==> src/rtl/instr_fetch_unit.sv <==
// Fetch stage: owns the PC, issues word requests over a req/ack handshake and
// buffers returned {instr, pc} pairs in a small FIFO for decode.
module instr_fetch_unit #(
  parameter logic [31:0] RESET_PC   = 32'h0000_0000,
  parameter int          FIFO_DEPTH = 2
) (
  input  logic        clk,
  input  logic        rst,
  output logic        imem_req,
  output logic [31:0] imem_addr,
  input  logic        imem_ack,
  input  logic [31:0] imem_rdata,
  input  logic        stall,
  input  logic        redirect_valid,
  input  logic [31:0] redirect_pc,
  output logic        instr_valid,
  output logic [31:0] instr,
  output logic [31:0] pc_out
);

  localparam int AW = (FIFO_DEPTH > 1) ? $clog2(FIFO_DEPTH) : 1;
  localparam int CW = $clog2(FIFO_DEPTH + 1);
  localparam logic [CW-1:0] DEPTH_C = CW'(FIFO_DEPTH);
  localparam logic [31:0]   NOP     = 32'h0000_0013;

  typedef enum logic [1:0] {
    S_IDLE  = 2'd0,
    S_FETCH = 2'd1,
    S_DRAIN = 2'd2
  } state_t;

  state_t state, state_next;

  logic [31:0] fetch_pc, fetch_pc_next;
  logic [31:0] stale_pc, stale_pc_next;
  logic [31:0] addr_q, addr_next;
  logic        req_q;

  logic [CW-1:0] count, count_next, count_after_pop;
  logic [AW-1:0] rd_ptr, wr_ptr;
  logic [31:0]   instr_mem [FIFO_DEPTH];
  logic [31:0]   pc_mem    [FIFO_DEPTH];

  logic        push, pop, flush;
  logic [31:0] redir_pc;

  assign redir_pc        = redirect_pc & ~32'h0000_0003;
  assign pop             = (count != '0) && !stall;
  assign count_after_pop = count - CW'(pop);

  // Next-state logic: a request is only started when a slot is guaranteed free,
  // so a push can never land on a full FIFO.
  always_comb begin
    state_next    = state;
    fetch_pc_next = fetch_pc;
    stale_pc_next = stale_pc;
    push          = 1'b0;
    flush         = 1'b0;

    case (state)
      S_IDLE: begin
        if (redirect_valid) begin
          flush         = 1'b1;
          fetch_pc_next = redir_pc;
        end else if (count_after_pop < DEPTH_C) begin
          state_next = S_FETCH;
        end
      end

      S_FETCH: begin
        if (imem_ack && redirect_valid) begin
          flush         = 1'b1;
          fetch_pc_next = redir_pc;
          state_next    = S_FETCH;
        end else if (imem_ack) begin
          push          = 1'b1;
          fetch_pc_next = fetch_pc + 32'd4;
          state_next    = ((count_after_pop + CW'(1)) < DEPTH_C) ? S_FETCH : S_IDLE;
        end else if (redirect_valid) begin
          // The outstanding request cannot be withdrawn; drain its response.
          flush         = 1'b1;
          stale_pc_next = fetch_pc;
          fetch_pc_next = redir_pc;
          state_next    = S_DRAIN;
        end
      end

      S_DRAIN: begin
        if (redirect_valid) begin
          flush         = 1'b1;
          fetch_pc_next = redir_pc;
        end
        if (imem_ack) begin
          state_next = S_FETCH;
        end
      end

      default: state_next = S_IDLE;
    endcase

    count_next = flush ? '0 : (count_after_pop + CW'(push));
    addr_next  = (state_next == S_DRAIN) ? stale_pc_next : fetch_pc_next;
  end

  // Control and request registers
  always_ff @(posedge clk) begin
    if (rst) begin
      state    <= S_IDLE;
      fetch_pc <= RESET_PC;
      stale_pc <= RESET_PC;
      addr_q   <= RESET_PC;
      req_q    <= 1'b0;
      count    <= '0;
      rd_ptr   <= '0;
      wr_ptr   <= '0;
    end else begin
      state    <= state_next;
      fetch_pc <= fetch_pc_next;
      stale_pc <= stale_pc_next;
      addr_q   <= addr_next;
      req_q    <= (state_next != S_IDLE);
      count    <= count_next;
      if (flush) begin
        rd_ptr <= '0;
        wr_ptr <= '0;
      end else begin
        if (push) wr_ptr <= wr_ptr + AW'(1);
        if (pop)  rd_ptr <= rd_ptr + AW'(1);
      end
    end
  end

  // FIFO storage: data only, validity is tracked by count
  always_ff @(posedge clk) begin
    if (push && !rst) begin
      instr_mem[wr_ptr] <= imem_rdata;
      pc_mem[wr_ptr]    <= fetch_pc;
    end
  end

  assign imem_req    = req_q;
  assign imem_addr   = addr_q;
  assign instr_valid = (count != '0);
  assign instr       = instr_valid ? instr_mem[rd_ptr] : NOP;
  assign pc_out      = instr_valid ? pc_mem[rd_ptr] : 32'h0;

endmodule

==> config.mk <==
export PLATFORM = sky130hd
export DESIGN_NAME = instr_fetch_unit
export DESIGN_NICKNAME = d
export VERILOG_FILES = /design/src/rtl/instr_fetch_unit.sv
export SDC_FILE = /design/constraint.sdc
export NUM_CORES = 1
export LEC_CHECK = 0
export CAP_MARGIN = 20
export CELL_PAD_IN_SITES_DETAIL_PLACEMENT = 0
export CELL_PAD_IN_SITES_GLOBAL_PLACEMENT = 1
export CORE_UTILIZATION = 45
export CTS_BUF_LIST = sky130_fd_sc_hd__clkbuf_8
export DETAILED_ROUTE_END_ITERATION = 16
export PLACE_DENSITY_LB_ADDON = 0.1
export SETUP_SLACK_MARGIN = 0.5
export SLEW_MARGIN = 10
export SYNTH_ARGS = -nofsm -noshare
export SYNTH_HDL_FRONTEND = slang
export SYNTH_SLANG_ARGS = --single-unit
export TNS_END_PERCENT = 100
==> constraint.sdc <==
create_clock -name clk -period 15.2 [get_ports clk]
set_clock_uncertainty 0.15 [all_clocks]
set_input_delay 1.52 -clock clk [delete_from_list [all_inputs] [get_ports clk]]
set_output_delay 1.52 -clock clk [all_outputs]
set_load 0.01 [all_outputs]
==> results.py, run 1 <==
metrics = {
    "grt": {
        "grt_max_degree": 65,
        "first_global_vias": 6853,
        "gr-usage-all-layers_pct": 21.1,
        "grt.overflow.total": 0,
        "antenna_found_initial": 0,
        "grt_pass1_wl_mm": 37.3,
    },
    "worst_hold_path": {
        "hp-class": "reg -> reg",
    },
    "logic_synthesis": {
        "ys.flop_type": "edfxtp_1",
        "synth-compound-area-share_pct": 10.1,
        "synth_top_family_by_area": "simple AND/OR/NAND/NOR gates",
        "yosysUniqueCellTypes": 70,
        "synth_cells": 867,
        "synth-seq-cells": 232,
        "ys_async_sr_fraction_pct": 0,
        "synth_area_sq_um": 10100,
        "yosys.area_share.simple_pct": 14.5,
        "yosys-top-cells-area": "edfxtp_1, dfxtp_1, mux2i_1, nor2_1, nand2_1",
        "syn_nets": 939,
        "yosysWarnings": 0,
        "synthXorXnorAreaFrac_pct": 0.521,
        "synth.area.mux_share_pct": 11.7,
        "ys_seq_area_share_pct": 58.8,
        "synth-edff-count": 128,
        "synth_fa_ha_area_share_pct": 0.372,
        "synth_top_cell_by_area": "edfxtp_1",
        "synth_top_area_share_pct": 38.1,
        "syn_area_per_cell_sq_um": 11.6,
    },
    "power": {
        "ir_drop_mv": 0.0543,
        "p_leak_nw": 4.38,
        "cellPowerDensity_nw_per_um2": 108,
    },
    "finish": {
        "fillerInstances": 1918,
        "layout_common_cells": "clkdlybuf4s50_1, nor2_1, edfxtp_1",
        "synthToLayoutAreaGrowth_pct": 25.0,
        "layout_commonest_cell": "clkdlybuf4s50_1",
        "drive_gt1_share_pct": 10.4,
        "diodes": 0,
        "nets": 1096,
        "layout.cells.non_filler": 1334,
    },
    "job": {
        "maxCapViolations": 0,
    },
    "floorplan": {
        "die_y_microns": 152,
        "die_area_sq_um": 23000,
        "num_rows": 54,
        "ioPinCount": 167,
        "initial_utilization_pct": 46.0,
        "core_area_sq_um": 21900,
        "die_width_microns": 152,
    },
    "clock_network": {
        "htree_levels": 2,
        "cts_hold_buf": 0,
        "post_cts.resized_instances": 0,
        "cts_buffers": 40,
        "clk_pin_slew_worst_paths_ns": 0.06,
        "cts_setup_buffers": 0,
        "cts-root-buf": "clkbuf_8",
        "clk_latency_ns": 0.53,
        "clockBufferDepth": 3,
        "cts_tree": "done",
        "clock_sinks": 232,
    },
    "setup_path": {
        "path_class": "in -> reg",
        "start_kind": "primary input",
        "setup.worst_path.end_class": "flop",
        "critPathRequiredTime_ns": 15.46,
        "cp.arrival_ns": 4.32,
        "crit_fanout": 25,
    },
    "timing": {
        "setup_violations": 0,
        "grt_setup_unrepaired": "false",
        "finalSetupTns_ns": 0,
        "period_minus_slack_ns": 4.07,
        "max-slew-margin-rel_pct": 27.5,
        "hold_viol": 0,
        "fin_hold_ws_ns": 0.332,
        "fin_crit_sh_pct": 26.8,
        "tightest_slew_ns": 1.08,
        "finalMaxSlewViolations": 0,
        "fmax_mhz": 246,
    },
    "drt": {
        "avgViaCountPerCell": 5.42,
        "ant_nets": 0,
        "num_vias": 7229,
        "drtIter0Drc": 467,
        "postRouteWirelength_mm": 24.1,
        "wire_per_inst_microns": 18.1,
        "first_pass_iters": 4,
        "drc": 0,
    },
    "placed_design": {
        "dp_cells": 1261,
        "gp_congestion": 0.843,
        "io_buffers": 164,
        "dp_hpwl_mm": 14.8,
    },
    "outcome": {
        "status": "finished, final reports clean",
    },
}
## cells by family (layout without fill, tap and decap cells)
kind of cell,count (synthesis),count (layout)
adders and majority gates,3,3
and+or+nand+nor,300,300
DFF,232,232
xor gates and xnor gates,6,6
AOI/OAI and AO/OA,138,138
buffers and inverters,72,259
muxes,116,116
## layout make-up
type | instances | area (sq um) | share of cell area [%]
tap | 280 | 350 | 2.78
clock inverter | 28 | 146 | 1.16
clock buffer | 44 | 606 | 4.81
timing repair buffer | 177 | 1750 | 13.9
inverter | 10 | 37.5 | 0.298
sequential | 232 | 5930 | 47.1
multi-input combinational | 563 | 3770 | 30.0
## worst max-delay path: stages
cell	delay [ns]
clkdlybuf4s50_1	0.69
nor4bb_4	0.82
buf_4	0.58
mux2i_1	0.17
and2_1	0.17
a2111oi_1	0.37
## cell usage after synthesis, types with 4 or more instances
master	number
xnor2_1	4
clkbuf_1	27
edfxtp_1	128
mux2_2	12
a211oi_1	25
a21oi_1	37
nand2_1	52
nor3_1	14
and2_1	20
o22ai_1	4
nand2b_1	9
a311o_1	6
dfxtp_1	104
buf_1	6
mux2i_1	104
and3_1	10
a2111oi_2	4
o21ai_0	11
buf_4	9
clkbuf_8	7
a2111oi_0	4
nor2_1	146
nand4_1	9
o32ai_1	4
nand3_1	9
nor2b_1	4
buf_2	10
a311oi_1	8
inv_1	10
## worst paths after layout
| kind | cells past startpoint | start | to | slack, ns |
|---|---|---|---|---|
| worst min-delay path | 2 | stale_pc[17] | stale_pc[17] | 0.33 |
| worst max register to register | 6 | state[0] | imem_addr[22] | 12.23 |
| worst max-delay path | 6 | imem_ack | imem_addr[22] | 11.13 |
| worst min register to register | 2 | stale_pc[17] | stale_pc[17] | 0.33 |
## state kept, by name, indices dropped and copies added, names as in the netlist, named ones only
signal	cells
count	2
fetch_pc	32
imem_addr	32
imem_req	1
instr_mem	64
pc_mem	64
rd_ptr	1
stale_pc	32
state	2
wr_ptr	1
## report_power, final
group	internal, mW	leakage [nW]	switching, mW
sequential	0.682	2.04	0.0224
combinational	0.0644	1.89	0.0641
clock	0.284	0.446	0.241
## metal layers
metal	global-route usage [%]	routed length [microns]	up-vias
met5	0	0	-
met4	6.14	386	0
met3	3.98	1520	30
met2	32.1	10700	221
met1	30.3	11500	3471
li1	-	-	3507
## per-stage QoR
step           total power, mW  setup WS (ns)  area [sq um]  util, %
6_report                  1.36          11.13         12600     57.5
5_1_grt                   1.41          10.90         12600     57.5
3_5_place_dp             0.845          10.61         11800     54.0
2_1_floorplan            0.784           6.18         10100        -
4_1_cts                   1.38          10.87         12600     57.4
3_3_place_gp             0.843          10.60         11800     54.0
Note: power is estimated with default switching activity, not from simulation.
==> run 2, diff against run 1 <==
CORE_UTILIZATION = 44   (was 45)
clock period = 3.8 ns   (was 15.2 ns; I/O delays follow)
==> run 2 against run 1 <==
Net effect: sequential cell count unchanged; combinational power rose to 4.0 times the previous value; first-iteration DRC count up 7.1%; final cell count up 1.3%.
==> results.py, run 2 (synthesized netlist as in run 1, its figures left out) <==
metrics = {
    "floorplan": {
        "num_rows": 55,
        "ioPinCount": 167,
        "core_area_sq_um": 22600,
        "die_y_microns": 153,
        "die_width_microns": 153,
        "die_area_sq_um": 23500,
        "initial_utilization_pct": 44.6,
    },
    "power": {
        "power_frac_comb_pct": 9.6,
        "seq_power_share_pct": 52.0,
        "power_mw": 5.42,
        "p_leak_nw": 4.46,
        "ir_drop_mv": 0.241,
        "p_sw_share_pct": 24.7,
        "intPower_mw": 4.09,
        "clockPowerShare_pct": 38.4,
        "cellPowerDensity_nw_per_um2": 426,
        "p_sw_mw": 1.34,
    },
    "setup_path": {
        "path_class": "reg -> out",
        "cp.arrival_ns": 2.44,
        "setup.worst_path.end_class": "primary output",
        "start_kind": "flop",
        "critPathRequiredTime_ns": 3.27,
        "crit_fanout": 41,
    },
    "drt": {
        "wire_per_inst_microns": 17.9,
        "postRouteWirelength_mm": 24.2,
        "drc": 0,
        "ant_nets": 0,
        "avgViaCountPerCell": 5.39,
        "drtIter0Drc": 500,
        "first_pass_iters": 7,
        "num_vias": 7292,
    },
    "finish": {
        "drive_gt1_share_pct": 11.3,
        "post-route-util_pct": 56.4,
        "nets": 1107,
        "layout_common_cells": "clkdlybuf4s50_1, nor2_1, edfxtp_1",
        "layout_commonest_cell": "clkdlybuf4s50_1",
        "layout.cells.non_filler": 1352,
        "synthToLayoutAreaGrowth_pct": 26.4,
        "diodes": 0,
        "fillerInstances": 1988,
        "reg_top3": "instr_mem: 64 flops, pc_mem: 64 flops",
    },
    "outcome": {
        "status": "finished, final reports clean",
    },
    "timing": {
        "setup_violations": 0,
        "finalSetupTns_ns": 0,
        "fin_crit_sh_pct": 78.3,
        "max-slew-margin-rel_pct": 27.9,
        "period_minus_slack_ns": 2.97,
        "tightest_slew_ns": 1.07,
        "hold_viol": 0,
        "fmax_mhz": 336,
        "finalMaxSlewViolations": 0,
        "grt_setup_unrepaired": "false",
    },
    "clock_network": {
        "clk_latency_ns": 0.55,
        "clock_sinks": 232,
        "cts_tree": "done",
        "clockBufferDepth": 3,
        "clk_pin_slew_worst_paths_ns": 0.06,
        "cts_hold_buf": 0,
        "cts-root-buf": "clkbuf_8",
        "cts_setup_buffers": 0,
        "cts_buffers": 40,
        "post_cts.resized_instances": 0,
        "htree_levels": 2,
    },
    "placed_design": {
        "gp_congestion": 0.833,
        "dp_cells": 1278,
        "io_buffers": 164,
        "dp_hpwl_mm": 16.0,
    },
    "grt": {
        "antenna_found_initial": 0,
        "gr-usage-all-layers_pct": 20.7,
        "grt_pass1_wl_mm": 38.2,
        "grt_max_degree": 65,
        "grt.overflow.total": 0,
        "first_global_vias": 7147,
    },
    "worst_hold_path": {
        "hp-class": "in -> reg",
    },
    "job": {
        "maxCapViolations": 0,
    },
}
-- run 2: changes by cell type in the layout (fill, tap and decap cells not counted), sizes merged --
cell,previous run,this run
buf,15,26
inv,27,33
clkinv,9,5
bufinv,1,0
clkbuf,44,45
-- run 2: power by group through the flow --
stage	sequential (mW)	combinational (mW)	clock, mW
after CTS	2.82	0.524	2.15
after global routing	2.83	0.566	2.26
after detailed placement	2.87	0.519	0
final	2.82	0.520	2.08
after global placement	2.87	0.517	0
after floorplan	2.84	0.300	0
-- run 2: layout make-up --
class                   count  area [sq um]  share of cell area, %
inverters                  10          37.5                  0.295
well taps                 285           357                   2.80
repair buffers            188          1870                   14.7
clock buffers              45           619                   4.86
flip-flops and latches    232          5930                   46.6
multi-input cells         563          3790                   29.8
clock inverters            29           129                   1.01
-- run 2: critical path, stage by stage (launching register included) --
cell,delay (ns)
dfxtp_4,0.83
buf_12,0.30
mux2i_1,0.10
nor2_1,0.13
clkdlybuf4s50_1,0.55
-- run 2: path summary, 6_finish.rpt --
kind	from	endpoint	slack, ns	cells after the start
min reg2reg	stale_pc[26]	stale_pc[26]	0.33	2
max reg2reg	fetch_pc[3]	imem_addr[28]	1.00	6
max	flop	instr[28]	0.83	4
min	rst	imem_addr[14]	0.21	4
-- run 2: through the flow --
step / setup slack (ns) / hold WS, ns / area (sq um)
6_report: 0.825 / 0.214 / 12700
5_1_grt: 0.655 / 0.208 / 12700
4_1_cts: 0.733 / 0.194 / 12700
3_3_place_gp: 0.996 / 0.313 / 12000
2_1_floorplan: 0.154 / 0.270 / 10100
3_5_place_dp: 0.999 / 0.321 / 12000
-- run 2: routing by layer --
layer	global-route usage, %	vias up	routed length [microns]
li1	-	3539	-
met5	0	-	0
met3	4.28	39	1460
met2	32.6	250	10900
met1	28.5	3464	11300
met4	6.71	0	537
